<file path="src/rtl/instr_fetch.sv">
// Instruction fetch unit: serves the core's pc from a one-entry buffer or from
// instruction memory over a valid/ready request and valid-only response channel.
module instr_fetch #(
  parameter int              WORD    = 32,
  parameter logic [WORD-1:0] NOP     = 32'h00000013,
  parameter int              TIMEOUT = 16
) (
  input  logic            clk,
  input  logic            reset,
  input  logic [WORD-1:0] pc,
  input  logic            pc_valid,
  input  logic            flush,
  output logic [WORD-1:0] instr,
  output logic [WORD-1:0] instr_addr,
  output logic            instr_valid,
  output logic            stall,
  output logic            fault,
  output logic            mem_req_valid,
  output logic [WORD-1:0] mem_req_addr,
  input  logic            mem_req_ready,
  input  logic            mem_resp_valid,
  input  logic [WORD-1:0] mem_resp_data,
  output logic [1:0]      dbg_state
);

  // Request channel: a request transfers on a cycle where mem_req_valid and
  // mem_req_ready are both high; valid and address stay stable until then.
  // Response channel: valid-only, accepted in any WAIT cycle after the handshake.

  typedef enum logic [1:0] {
    IDLE = 2'd0,
    REQ  = 2'd1,
    WAIT = 2'd2
  } state_t;

  localparam logic [7:0] CNT_LAST = 8'(TIMEOUT - 1);

  state_t          state_q, state_d;
  logic            buf_valid_q, buf_valid_d;
  logic [WORD-1:0] buf_addr_q, buf_addr_d;
  logic [WORD-1:0] buf_data_q, buf_data_d;
  logic [WORD-1:0] req_addr_q, req_addr_d;
  logic            drop_q, drop_d;
  logic [7:0]      cnt_q, cnt_d;
  logic [WORD-1:0] instr_q, instr_d;
  logic [WORD-1:0] instr_addr_q, instr_addr_d;
  logic            instr_valid_q, instr_valid_d;
  logic            stall_q, stall_d;
  logic            fault_q, fault_d;
  logic            mem_req_valid_q, mem_req_valid_d;
  logic [WORD-1:0] mem_req_addr_q, mem_req_addr_d;
  logic            dropping;

  always_comb begin
    state_d         = state_q;
    buf_valid_d     = buf_valid_q;
    buf_addr_d      = buf_addr_q;
    buf_data_d      = buf_data_q;
    req_addr_d      = req_addr_q;
    drop_d          = drop_q;
    cnt_d           = cnt_q;
    instr_d         = instr_q;
    instr_addr_d    = instr_addr_q;
    instr_valid_d   = 1'b0;
    stall_d         = stall_q;
    fault_d         = 1'b0;
    mem_req_valid_d = mem_req_valid_q;
    mem_req_addr_d  = mem_req_addr_q;
    dropping        = drop_q | flush;

    case (state_q)
      IDLE: begin
        if (flush) begin
          buf_valid_d = 1'b0;
        end else if (pc_valid) begin
          if (pc[1:0] != 2'b00) begin
            instr_d       = NOP;
            instr_addr_d  = pc;
            instr_valid_d = 1'b1;
            fault_d       = 1'b1;
          end else if (buf_valid_q && pc == buf_addr_q) begin
            instr_d       = buf_data_q;
            instr_addr_d  = pc;
            instr_valid_d = 1'b1;
          end else begin
            req_addr_d      = pc;
            mem_req_valid_d = 1'b1;
            mem_req_addr_d  = pc;
            stall_d         = 1'b1;
            state_d         = REQ;
          end
        end
      end

      REQ: begin
        if (flush) begin
          drop_d      = 1'b1;
          buf_valid_d = 1'b0;
        end
        if (mem_req_ready) begin
          mem_req_valid_d = 1'b0;
          cnt_d           = 8'd0;
          state_d         = WAIT;
        end
      end

      WAIT: begin
        cnt_d = cnt_q + 8'd1;
        if (flush) begin
          drop_d      = 1'b1;
          buf_valid_d = 1'b0;
        end
        // A response wins over a timeout landing in the same cycle.
        if (mem_resp_valid) begin
          if (!dropping) begin
            buf_addr_d    = req_addr_q;
            buf_data_d    = mem_resp_data;
            buf_valid_d   = 1'b1;
            instr_d       = mem_resp_data;
            instr_addr_d  = req_addr_q;
            instr_valid_d = 1'b1;
          end
          drop_d  = 1'b0;
          stall_d = 1'b0;
          state_d = IDLE;
        end else if (cnt_q == CNT_LAST) begin
          buf_valid_d = 1'b0;
          if (!dropping) begin
            instr_d       = NOP;
            instr_addr_d  = req_addr_q;
            instr_valid_d = 1'b1;
            fault_d       = 1'b1;
          end
          drop_d  = 1'b0;
          stall_d = 1'b0;
          state_d = IDLE;
        end
      end

      default: state_d = IDLE;
    endcase
  end

  always_ff @(posedge clk or posedge reset) begin
    if (reset) begin
      state_q         <= IDLE;
      buf_valid_q     <= 1'b0;
      buf_addr_q      <= '0;
      buf_data_q      <= '0;
      req_addr_q      <= '0;
      drop_q          <= 1'b0;
      cnt_q           <= 8'd0;
      instr_q         <= NOP;
      instr_addr_q    <= '0;
      instr_valid_q   <= 1'b0;
      stall_q         <= 1'b0;
      fault_q         <= 1'b0;
      mem_req_valid_q <= 1'b0;
      mem_req_addr_q  <= '0;
    end else begin
      state_q         <= state_d;
      buf_valid_q     <= buf_valid_d;
      buf_addr_q      <= buf_addr_d;
      buf_data_q      <= buf_data_d;
      req_addr_q      <= req_addr_d;
      drop_q          <= drop_d;
      cnt_q           <= cnt_d;
      instr_q         <= instr_d;
      instr_addr_q    <= instr_addr_d;
      instr_valid_q   <= instr_valid_d;
      stall_q         <= stall_d;
      fault_q         <= fault_d;
      mem_req_valid_q <= mem_req_valid_d;
      mem_req_addr_q  <= mem_req_addr_d;
    end
  end

  assign instr         = instr_q;
  assign instr_addr    = instr_addr_q;
  assign instr_valid   = instr_valid_q;
  assign stall         = stall_q;
  assign fault         = fault_q;
  assign mem_req_valid = mem_req_valid_q;
  assign mem_req_addr  = mem_req_addr_q;
  assign dbg_state     = state_q;

endmodule
</file>
<file path="config.mk">
export PLATFORM = sky130hd
export DESIGN_NAME = instr_fetch
export DESIGN_NICKNAME = d
export VERILOG_FILES = /design/src/rtl/instr_fetch.sv
export SDC_FILE = /design/constraint.sdc
export NUM_CORES = 1
export LEC_CHECK = 0
export CAP_MARGIN = 20
export CORE_MARGIN = 1
export CORE_UTILIZATION = 50
export CTS_CLUSTER_DIAMETER = 150
export DETAILED_ROUTE_END_ITERATION = 6
export DONT_BUFFER_PORTS = 1
export SLEW_MARGIN = 15
export SYNTH_ARGS = -nofsm -noshare
export SYNTH_HDL_FRONTEND = slang
export SYNTH_SLANG_ARGS = --single-unit
</file>
<file path="constraint.sdc">
create_clock -name clk -period 11.2 [get_ports clk]
set_input_delay 1.12 -clock clk [delete_from_list [all_inputs] [get_ports clk]]
set_output_delay 1.12 -clock clk [all_outputs]
set_load 0.02 [all_outputs]
</file>
# Word-level counts from Yosys, hierarchy flattened
# Cells that the tools add are included.
# totals
ff_bits	176
input_bits	70
out_inout_bits	102
word_cells	105
# op_classes
addsub	1
eq_ne	12
mux	58
bitwise_logic	5
n_reduce_logical	16
# ops
operator	count
$mux W32	15
$pmux W32 S2	2
$eq A32 B32 Y1	1
$mux W1	25
$reduce_and A6 Y1	4
$pmux W8 S2	1
$mux W2	7
$ne A2 B2 Y1 const B	6
$pmux W1 S2	6
$reduce_and A5 Y1	2
$reduce_bool A2 Y1	5
$add A8 B1 Y8 const B	1
$eq A8 B4 Y1 const B	1
$mux W8	1
$ne A3 B3 Y1 const B	2
$pmux W2 S3	1
$not A1 Y1	4
$reduce_and A3 Y1	1
$eq A2 B1 Y1 const B	1
$eq A2 B2 Y1 const B	1
$logic_not A2 Y1	1
$reduce_and A2 Y1	1
$reduce_or A2 Y1	1
$logic_and A1 B1 Y1	1
$or A1 B1 Y1	1

# Depth between registers and ports, before layout
# Gate-level depths: netlist of run 1.
# logic_depth
word_depth	7
mapped_depth	9
mapped_depth_nobuf	8

# Worst setup path before layout of run 1
# OpenSTA, ideal clock, no wires.
# synth_timing
path_kind	input-to-reg
startpoint	input port pc[8]
endpoint	register instr_addr_q[14] (netlist: instr_addr[14])
setup_time_ns	0.125
t_arrival_ns	2.815
required_ns	11.075
setup_slack_ns	8.260
cell_stages	7
path_buffers	1
path_cell_list	xnor2_1 -> nand4_1 -> nor4_1 -> nand3_1 -> a31oi_4 -> buf_6 -> mux2_2
# synth_via
elab_chain_len	4
# synth_lines
item	line	rtl
from (decl)	10	input logic [WORD-1:0] pc,
$eq A32 B32 Y1	81	end else if (buf_valid_q && pc == buf_addr_q) begin
$logic_and A1 B1 Y1	81	
$ne A3 B3 Y1 (no line)	n/a	
$reduce_and A5 Y1 (no line)	n/a	
to (signal assigned)	169	instr_addr_q <= instr_addr_d;
to (decl)	46	logic [WORD-1:0] instr_addr_q, instr_addr_d;
# No other way between the ends.
# A chain may end at the register's enable or synchronous reset.

# Final worst setup path of run 1
# layout_timing
startpoint	register state_q[0] (netlist: dbg_state[0])
endpoint	register instr_q[23] (netlist: instr[23])
# layout_via
elab_chain_len	3
word_cells_on_any_way	10
classes_between	eq/ne (6); mux (1); reduce/logical (3)
# layout_lines
item	line	rtl
from (decl)	38	state_t state_q, state_d;
from (signal assigned)	161	state_q <= state_d;
$eq A2 B2 Y1 or $logic_not A2 Y1 (tied branches)	71	case (state_q)
$ne A3 B3 Y1 (no line), or another cell as far along	n/a	
$reduce_and A6 Y1 (no line)	n/a	
to (signal assigned)	168	instr_q <= instr_d;
to (decl)	45	logic [WORD-1:0] instr_q, instr_d;
# Several ways; a longest one is shown, not always the timed one.

==> results_dict.tcl, run 1 <==
set metrics [dict create \
    syn2layout_area_growth_pct 10.6 \
    synthDistinctLibCells 40 \
    grt_max_degree 117 \
    cts.sinks 176 \
    placed_cell_area_mm2 0.00811 \
    worstPathRequired_ns 11.50 \
    final_nets 641 \
    hold_ws_ns 0.508 \
    wl_um 16100 \
    yosysWarnings 0 \
    sw_frac_of_total_pct 36.1 \
    p_per_area_mw_per_mm2 290 \
    ioPinCount 172 \
    syn_area_per_cell_um2 14.0 \
    dieWidth_um 128 \
    hold_class "flop to flop" \
    fmax_mhz 246 \
    gr-total-overflow 0 \
    numPortBuffers 0 \
    drive_above_1_share_pct 41.3 \
    insertion_delay_ns 0.42 \
    core_region_area_mm2 0.0153 \
    place_congestion 0.790 \
    tns_ns 0 \
    rsz0062_at_grt "false" \
    synth_nets 641 \
    endpoint_kind "flop" \
    die_h_um 128 \
    arrival_ns 4.37 \
    std_cell_rows 45 \
    vias 4526 \
    dieArea_mm2 0.0163 \
    clk_pin_slew_worst_paths_ns 0.07 \
    seq_area_frac_synth_pct 55.7 \
    critical_path.top_delay_family "buffers and inverters" \
    critPathKind "flop to flop" \
    fin_area_mm2 0.00876 \
    synth-seq-cells 176 \
    outcome "finished, final reports clean" \
    max_slew.worst_pin.slew_ns 0.789 \
    num_antenna_cells 0 \
    cp_num_buf_inv 3 \
    drc 0 \
    grtUsageTotal_pct 21.0 \
    path_cells "inv_1 > ha_2 > buf_4 > nor2_1 > or4_4 > a31oi_4 > buf_4 > mux2_2" \
    syn-instance-count 566 \
    antenna_found_initial 0 \
    post_drt_wl_per_cell_um 20.4 \
    initial_core_util_pct 51.7 \
    switching_power_mw 0.917 \
    cap_violations 0 \
    grt_pass1_wl_um 26200 \
    syn-cell-area_mm2 0.00792 \
    post-route-min-period_ns 4.07 \
    firstDrtPassIters 4 \
    grt_pass1_vias 4922 \
    cpMaxStageDelayCell "a31oi_4" \
    cp_slowest_stage_delay_ns 0.65 \
    tritoncts "done" \
    ir_worst_vdd_uv 123 \
    comb_power_share_pct 23.0 \
    numCtsBuffers 17 \
    hold_violations 0 \
    drt_iter0_drc 210 \
    holdBufCountCts 0 \
    clockPowerShare_pct 24.2 \
    drv_slew 0 \
    ant_nets 0 \
    cts-resized-gates 0 \
    slew_headroom_pct 47.4 \
    root_buffer "clkbuf_16" \
    p_leak_nw 3.93 \
    cts_setup_buffers 0 \
    hpwl_um 11100 \
    crit_top_cell "buf_4" \
    clock_skew_ns 0.00888 \
    p_int_mw 1.62 \
    power_frac_seq_pct 52.8 \
    crit_fanout 44 \
    worst_setup_path_start_kind "flop" \
    clock_path_buffers 2 \
    viasPerCell 5.73 \
    h-tree-depth 4 \
    fin_crit_sh_pct 36.3 \
    setup_viol 0 \
]
-- flip-flops by register name, indices dropped and copies added, names as in the netlist --
name and flops:
buf_addr_q 32, buf_data_q 32, instr 32, instr_addr 32, mem_req_addr 32, cnt_q 8, dbg_state 2, buf_valid_q 1
drop_q 1, fault 1, instr_valid 1, mem_req_valid 1, stall 1
-- kinds of logic (layout without fill, tap and decap cells) --
family / Yosys count / after routing / share of synthesized area, %
xor+xnor: 35 / 35 / 3.87
compound gates: 55 / 55 / 5.60
fa+ha+maj: 5 / 5 / 0.790
flops: 176 / 176 / 55.7
mux: 195 / 195 / 27.6
simple gates: 63 / 63 / 4.08
buf+inv: 37 / 50 / 2.32
-- metal layers --
metal	vias up	wire length [µm]	track usage, %
met3	19	1050	5.84
met5	-	0	0
li1	2052	-	-
met2	110	7750	33.8
met4	0	248	7.06
met1	2345	7060	27.3
-- synthesized netlist by cell type (all sizes together) --
cell | instances | area, µm²
nor4 | 3 | 18.8
and3 | 2 | 12.5
or4 | 2 | 18.8
a31o | 1 | 8.76
a22o | 31 | 272
clkbuf | 18 | 67.6
a21o | 1 | 7.51
nand3 | 7 | 35.0
o32ai | 1 | 8.76
ha | 5 | 62.6
buf | 10 | 82.6
nand4 | 8 | 50.1
nor3 | 4 | 20.0
o22ai | 3 | 18.8
or2 | 1 | 6.26
mux2 | 189 | 2130
a31oi | 3 | 33.8
o21ai | 6 | 30.0
and2 | 3 | 18.8
a21oi | 4 | 20.0
nand2b | 2 | 12.5
dfstp | 3 | 78.8
nor2b | 1 | 6.26
or3 | 2 | 12.5
nand2 | 15 | 56.3
o21a | 1 | 7.51
nor3b | 1 | 7.51
xnor2 | 35 | 307
dfrtp | 173 | 4330
inv | 9 | 33.8
o22a | 2 | 17.5
a32o | 1 | 10.0
a211o | 1 | 8.76
mux2i | 6 | 60.1
nor2 | 12 | 47.6
-- final timing paths --
kind	from	end	slack (ns)	cells past startpoint
worst min-delay path	buf_data_q[27]$_DFFE_PP0P_	buf_data_q[27]$_DFFE_PP0P_	0.51	1
worst min register to register	buf_data_q[27]$_DFFE_PP0P_	buf_data_q[27]$_DFFE_PP0P_	0.51	1
worst max-delay path	dbg_state[0]$_DFFE_PP0P_	instr[23]$_DFFE_PP0P_	7.13	8
worst max register to register	dbg_state[0]$_DFFE_PP0P_	instr[23]$_DFFE_PP0P_	7.13	8
max in group asynchronous	reset	mem_req_addr[31]$_DFFE_PP0P_	9.08	3
min in group asynchronous	reset	instr[10]$_DFFE_PP0P_	0.60	1
-- layout make-up --
class,count,area [µm²]
fill,1272,6560
sequential,176,4410
multi-input combinational,353,3330
clock buffer,18,439
tap,211,264
clock inverter,14,179
timing repair buffer,9,95.1
inverter,9,38.8
-- power by group through the flow --
stage / registers, mW / logic, mW / clock network [mW]
3_5_place_dp: 1.36 / 0.590 / 0
5_1_grt: 1.38 / 0.645 / 0.652
6_report: 1.34 / 0.584 / 0.615
2_1_floorplan: 1.28 / 0.515 / 0
4_1_cts: 1.35 / 0.592 / 0.631
3_3_place_gp: 1.35 / 0.564 / 0
-- metrics by stage --
| step | total power, mW | utilization, % | setup slack, ns | cells |
|---|---|---|---|---|
| 2_1_floorplan | 1.80 | - | 5.31 | 566 |
| 3_3_place_gp | 1.91 | 52.9 | 7.14 | 756 |
| 3_5_place_dp | 1.95 | 53.0 | 7.09 | 757 |
| 4_1_cts | 2.57 | 57.0 | 7.10 | 789 |
| 5_1_grt | 2.68 | 57.2 | 6.87 | 790 |
| 6_report | 2.54 | 57.2 | 7.13 | 790 |
-- cells in the final DEF, fill, tap and decap left out, drive strengths merged, types with 2 or more instances in the layout --
| cell | count |
|---|---|
| a31oi | 3 |
| inv | 13 |
| nor3 | 4 |
| nor2 | 12 |
| o22a | 2 |
| mux2i | 6 |
| clkinv | 4 |
| nand3 | 7 |
| bufinv | 3 |
| and2 | 3 |
| xnor2 | 35 |
| or4 | 2 |
| clkinvlp | 3 |
| o21ai | 6 |
| or3 | 2 |
| nand2 | 15 |
| o22ai | 3 |
| nand4 | 8 |
| clkbuf | 18 |
| nand2b | 2 |
| ha | 5 |
| and3 | 2 |
| dfstp | 3 |
| dfrtp | 173 |
| mux2 | 189 |
| nor4 | 3 |
| a22o | 31 |
| a21oi | 4 |
| buf | 9 |
Power figures use the tool's default switching activity.
==> inputs of run 2 (changes only) <==
clock period = 4.2 ns   (was 11.2 ns; I/O delays follow)
==> run 2 against run 1 <==
- via count down 0.53%
- global-route usage down 0.22 points
- sequential power rose to 2.7 times the previous value
- clock power up 140%
- register-to-register slack worse by 5.8 ns
- count of clock-buffer cells in the layout unchanged
- combinational power rose to 2.7 times the previous value
- critical path type unchanged
- largest cell class unchanged
- highest routed layer unchanged
==> results_dict.tcl, run 2 (synthesis gave the netlist of run 1 again) <==
set metrics [dict create \
    cts_setup_buffers 0 \
    initial_core_util_pct 51.7 \
    hold_violations 0 \
    outcome "finished, final reports clean" \
    dieWidth_um 128 \
    holdBufCountCts 0 \
    root_buffer "clkbuf_16" \
    endpoint_kind "flop" \
    rr_startpoint "dbg_state[0]$_DFFE_PP0P_" \
    rsz0062_at_grt "false" \
    power_frac_seq_pct 54.2 \
    antenna_found_initial 0 \
    drv_slew 0 \
    firstDrtPassIters 4 \
    viasPerCell 5.70 \
    p_leak_nw 3.89 \
    tns_ns 0 \
    num_antenna_cells 0 \
    die_h_um 128 \
    switching_power_mw 2.44 \
    core_region_area_mm2 0.0153 \
    place_congestion 0.820 \
    max_slew.worst_pin.slew_ns 0.896 \
    grt_pass1_vias 4727 \
    r2r_cells 8 \
    drive_above_1_share_pct 41.5 \
    crit_top_cell "inv_1" \
    vias 4502 \
    comb_power_share_pct 23.7 \
    fin_area_mm2 0.00868 \
    path_cells "inv_1 > ha_1 > inv_1 > o21ai_0 > or4_4 > a31oi_4 > buf_12 > mux2_2" \
    fill_cells 1283 \
    sw_frac_of_total_pct 37.0 \
    fin_crit_sh_pct 68.9 \
    clock_skew_ns 0.0108 \
    cts.sinks 176 \
    worstPathRequired_ns 4.50 \
    cpMaxStageDelayCell "dfrtp_1" \
    hpwl_um 10900 \
    std_cell_rows 45 \
    crit_fanout 63 \
    grtUsageTotal_pct 20.8 \
    hold_class "input pin to async pin" \
    gr-total-overflow 0 \
    clock_path_buffers 2 \
    placed_cell_area_mm2 0.00813 \
    final_common_cell "mux2_2" \
    grt_max_degree 64 \
    worst_r2r_endpoint "instr_addr[7]$_DFFE_PP0P_" \
    cts-resized-gates 0 \
    numPortBuffers 0 \
    insertion_delay_ns 0.43 \
    h-tree-depth 4 \
    syn2layout_area_growth_pct 9.67 \
    post_drt_wl_per_cell_um 20.3 \
    r2r_slack_ns 1.31 \
    p_int_mw 4.15 \
    cp_slowest_stage_delay_ns 0.53 \
    arrival_ns 3.19 \
    fmax_mhz 346 \
    drc 0 \
    cap_violations 0 \
    final_nets 641 \
    slew_headroom_pct 40.1 \
    dieArea_mm2 0.0163 \
    p_per_area_mw_per_mm2 759 \
    drt_iter0_drc 176 \
    ioPinCount 172 \
    ant_nets 0 \
    tritoncts "done" \
    numCtsBuffers 17 \
    ir_worst_vdd_uv 318 \
    clockPowerShare_pct 22.0 \
    grt_pass1_wl_um 25900 \
    post-route-min-period_ns 2.89 \
    critPathKind "flop to flop" \
    clk_pin_slew_worst_paths_ns 0.06 \
    worst_setup_path_start_kind "flop" \
    wl_um 16000 \
    setup_viol 0 \
    final_cell_mix "186 x mux2_2, 173 x dfrtp_1, 35 x xnor2_1, 31 x a22o_1, 17 x clkbuf_16" \
]
run 2: changes by cell type in the layout (fill, tap and decap cells not counted), sizes merged:
cell	previous run	this run
bufinv	3	0
clkinv	4	5
clkinvlp	3	6
inv	13	12
run 2: power groups by stage:
stage	combinational (mW)	clock (mW)	sequential, mW
after floorplan	1.37	0	3.42
after global placement	1.52	0	3.59
after detailed placement	1.58	0	3.62
after CTS	1.59	1.49	3.59
after global routing	1.73	1.57	3.69
final	1.56	1.45	3.57
run 2: stage by stage:
step | std cells | hold slack (ns) | worst slack (ns) | total power, mW | utilization (%)
6_report | 790 | 0.0473 | 1.31 | 6.59 | 56.7
5_1_grt | 790 | 0.0460 | 1.10 | 6.99 | 56.7
4_1_cts | 790 | 0.0461 | 1.29 | 6.67 | 56.7
3_5_place_dp | 758 | 0.497 | 1.30 | 5.21 | 53.1
3_3_place_gp | 757 | 0.489 | 1.20 | 5.10 | 53.0
2_1_floorplan | 566 | 0.460 | 1.45 | 4.79 | -
run 2: cell type report:
cell class | instances | area [µm²] | area share (%)
clock inverter | 14 | 109 | 1.25
multi-input combinational | 353 | 3340 | 38.4
sequential | 176 | 4410 | 50.8
inverter | 9 | 37.5 | 0.432
clock buffer | 18 | 439 | 5.06
timing repair buffer | 9 | 87.6 | 1.01
tap | 211 | 264 | 3.04
run 2: worst max path at each step:
stage                                        start                   endpoint  slack, ns  cells after the start
after floorplan           dbg_state[0]$_DFFE_PP0P_  buf_data_q[0]$_DFFE_PP0P_       1.45                      7
after global placement    dbg_state[0]$_DFFE_PP0P_       instr[6]$_DFFE_PP0P_       1.20                      6
after detailed placement  dbg_state[0]$_DFFE_PP0P_  instr_addr[7]$_DFFE_PP0P_       1.30                      8
after CTS                 dbg_state[0]$_DFFE_PP0P_  instr_addr[7]$_DFFE_PP0P_       1.29                      8
after global routing      dbg_state[0]$_DFFE_PP0P_      instr[25]$_DFFE_PP0P_       1.10                      8
final                     dbg_state[0]$_DFFE_PP0P_  instr_addr[7]$_DFFE_PP0P_       1.31                      8
run 2: critical path: cells and delay by family (launching register included):
family / cells / cell delay (ns)
buffers and inverters: 3 / 0.66
AO/OA/AOI/OAI: 2 / 0.31
multiplexers: 1 / 0.39
flip-flops: 1 / 0.53
AND/OR/NAND/NOR: 1 / 0.50
adder cells (fa/ha/maj): 1 / 0.36
run 2: layer usage:
layer  vias up  GRT usage [%]  part of all wire [%]
li1       2038              -                     -
met4         0           6.44                   1.2
met5         -              0                     0
met1      2332           26.9                    43
met3        15           6.14                   6.9
met2       117           33.6                    49
==> inputs of run 3 (changes only) <==
PLACE_DENSITY = 0.68   (was not set)
clock period = 2.47 ns   (was 4.2 ns; I/O delays follow)
==> run 3 against run 2 <==
- the run now ends with negative setup slack left
- sequential share of layout area shrank 6.4 points
- cell area grew 15%
- flip-flop and latch count is the same
- maximum frequency grew 7.9%
- via count grew 11%
- setup slack lost 1.5 ns
- wire length grew 17%
==> results_dict.tcl, run 3 (synthesis gave the netlist of run 1 again) <==
set metrics [dict create \
    syn2layout_area_growth_pct 25.6 \
    firstDrtPassIters 4 \
    violations "negative setup slack" \
    worstPathRequired_ns 2.79 \
    tns_ns -11.38 \
    drc 0 \
    drive_above_1_share_pct 41.2 \
    numPortBuffers 0 \
    post_drt_wl_per_cell_um 21.1 \
    sw_frac_of_total_pct 36.1 \
    drt_iter0_drc 263 \
    cp_slowest_stage_delay_ns 0.56 \
    p_leak_nw 4.51 \
    grt_max_degree 102 \
    numCtsBuffers 17 \
    root_buffer "clkbuf_16" \
    p_per_area_mw_per_mm2 1220 \
    dieWidth_um 128 \
    viasPerCell 5.64 \
    crit_top_cell "or4_4" \
    dp_worst_setup_slack_ns -0.175 \
    crit_fanout 19 \
    outcome "finished with violations" \
    path_cells "or4_4 > nor2_4 > nor3b_2 > or4_4 > a31oi_4 > buf_4 > buf_12 > mux2_2" \
    ioPinCount 172 \
    power_frac_seq_pct 50.1 \
    cts.sinks 176 \
    hold_violations 0 \
    clock_path_buffers 2 \
    critPathKind "flop to flop" \
    clockPowerShare_pct 21.8 \
    die_h_um 128 \
    grt_pass1_wl_um 28700 \
    tritoncts "done" \
    ant_nets 0 \
    fill_cells 1109 \
    wl_um 18700 \
    worst_setup_path_start_kind "flop" \
    grt_pass1_vias 5441 \
    h-tree-depth 4 \
    setup_viol 64 \
    fmax_mhz 373 \
    gr-total-overflow 0 \
    post-route-min-period_ns 2.68 \
    final_cell_mix "173 x dfrtp_1, 160 x mux2_2, 65 x dlygate4sd3_1, 34 x xnor2_1, 31 x a22o_1" \
    rsz0062_at_grt "true" \
    endpoint_kind "flop" \
    initial_core_util_pct 51.7 \
    hold_class "input pin to flop" \
    clk_pin_slew_worst_paths_ns 0.06 \
    ir_worst_vdd_uv 749 \
    hold_ws_ns 0.0216 \
    max_slew.worst_pin.slew_ns 0.633 \
    core_region_area_mm2 0.0153 \
    arrival_ns 3.00 \
    p_int_mw 7.76 \
    slew_headroom_pct 57.8 \
    hpwl_um 11300 \
    fin_crit_sh_pct 109 \
    place_congestion 0.774 \
    final_nets 741 \
    switching_power_mw 4.39 \
    power_mw 12.2 \
    antenna_found_initial 0 \
    dp_cells 777 \
    drv_slew 0 \
    grtUsageTotal_pct 23.1 \
    clock_skew_ns 0.00793 \
    instances_no_fill 890 \
    cap_violations 0 \
    comb_power_share_pct 28.0 \
    cpMaxStageDelayCell "or4_4" \
    fin_ws_ns -0.212 \
    final_common_cell "dfrtp_1" \
    std_cell_rows 45 \
    vias 5019 \
    num_antenna_cells 0 \
    dieArea_mm2 0.0163 \
    insertion_delay_ns 0.43 \
]
## run 3: cell types whose count changed in the layout (fill, tap and decap cells not counted), moves of 3 or more
| cell | delta |
|---|---|
| mux2_2 | -26 |
| buf_4 | +21 |
| mux2_4 | +28 |
| dlygate4sd3_1 | +65 |
| buf_6 | +3 |
| clkinvlp_4 | -4 |
| buf_12 | +7 |
## run 3: repair_timing
item | 4_1_cts | 5_1_grt
pin swaps | 0 | 4
hold buffers | 65 | 0
setup endpoints to repair | 94 | 94
gates resized for setup | 27 | 21
endpoints found under the hold margin | 238 | 0
gates cloned | 3 | 3
setup buffers | 7 | 4
## run 3: area by class of cell
cell class	instances	area [µm²]	area share, %
flip-flops and latches	176	4410	44.3
multi-input cells	353	3480	35.0
repair buffers	109	1170	11.8
clock buffers	20	447	4.49
well taps	211	264	2.66
clock inverters	12	131	1.32
inverters	9	37.5	0.378
## run 3: per-layer routing
layer  share of wire [%]  GRT usage (%)  wire [µm]
met1                  42           29.2       7970
met4                 1.4           7.40        261
met3                 6.4           6.68       1190
met2                  50           38.2       9330
met5                   0              0          0
## run 3: path summary, 6_finish.rpt
check / start / to / slack, ns / depth (start not counted)
hold reg to reg: buf_data_q[7]$_DFFE_PP0P_ / buf_data_q[7]$_DFFE_PP0P_ / 0.51 / 1
max in group asynchronous: reset / buf_addr_q[2]$_DFFE_PP0P_ / 1.58 / 3
setup reg to reg: cnt_q[6]$_DFFE_PP0P_ / instr_addr[31]$_DFFE_PP0P_ / -0.21 / 8
hold / removal: mem_req_ready / mem_req_valid$_DFFE_PP0P_ / 0.02 / 3
min in group asynchronous: reset / instr[8]$_DFFE_PP0P_ / 0.43 / 3
setup / recovery: cnt_q[6]$_DFFE_PP0P_ / instr_addr[31]$_DFFE_PP0P_ / -0.21 / 8
## run 3: stage by stage
stage	util (%)	instance area, µm²
3_5_place_dp	54.4	8330
3_3_place_gp	54.4	8330
2_1_floorplan	-	7940
4_1_cts	64.1	9810
6_report	64.9	9940
5_1_grt	64.9	9940
## run 3: critical path, delay by kind of cell (launching register included)
family | cells | cell delay, ns
compound gates | 1 | 0.21
mux | 1 | 0.36
simple gates | 4 | 1.28
flops | 1 | 0.39
buf+inv | 2 | 0.32
## run 3: power groups by stage
stage	Clock [mW]	Combinational [mW]	Sequential (mW)
after CTS	2.69	3.28	6.09
after global routing	2.83	3.67	6.26
final	2.66	3.40	6.09
after detailed placement	0	2.84	6.13
after global placement	0	2.70	6.06
after floorplan	0	2.34	5.81
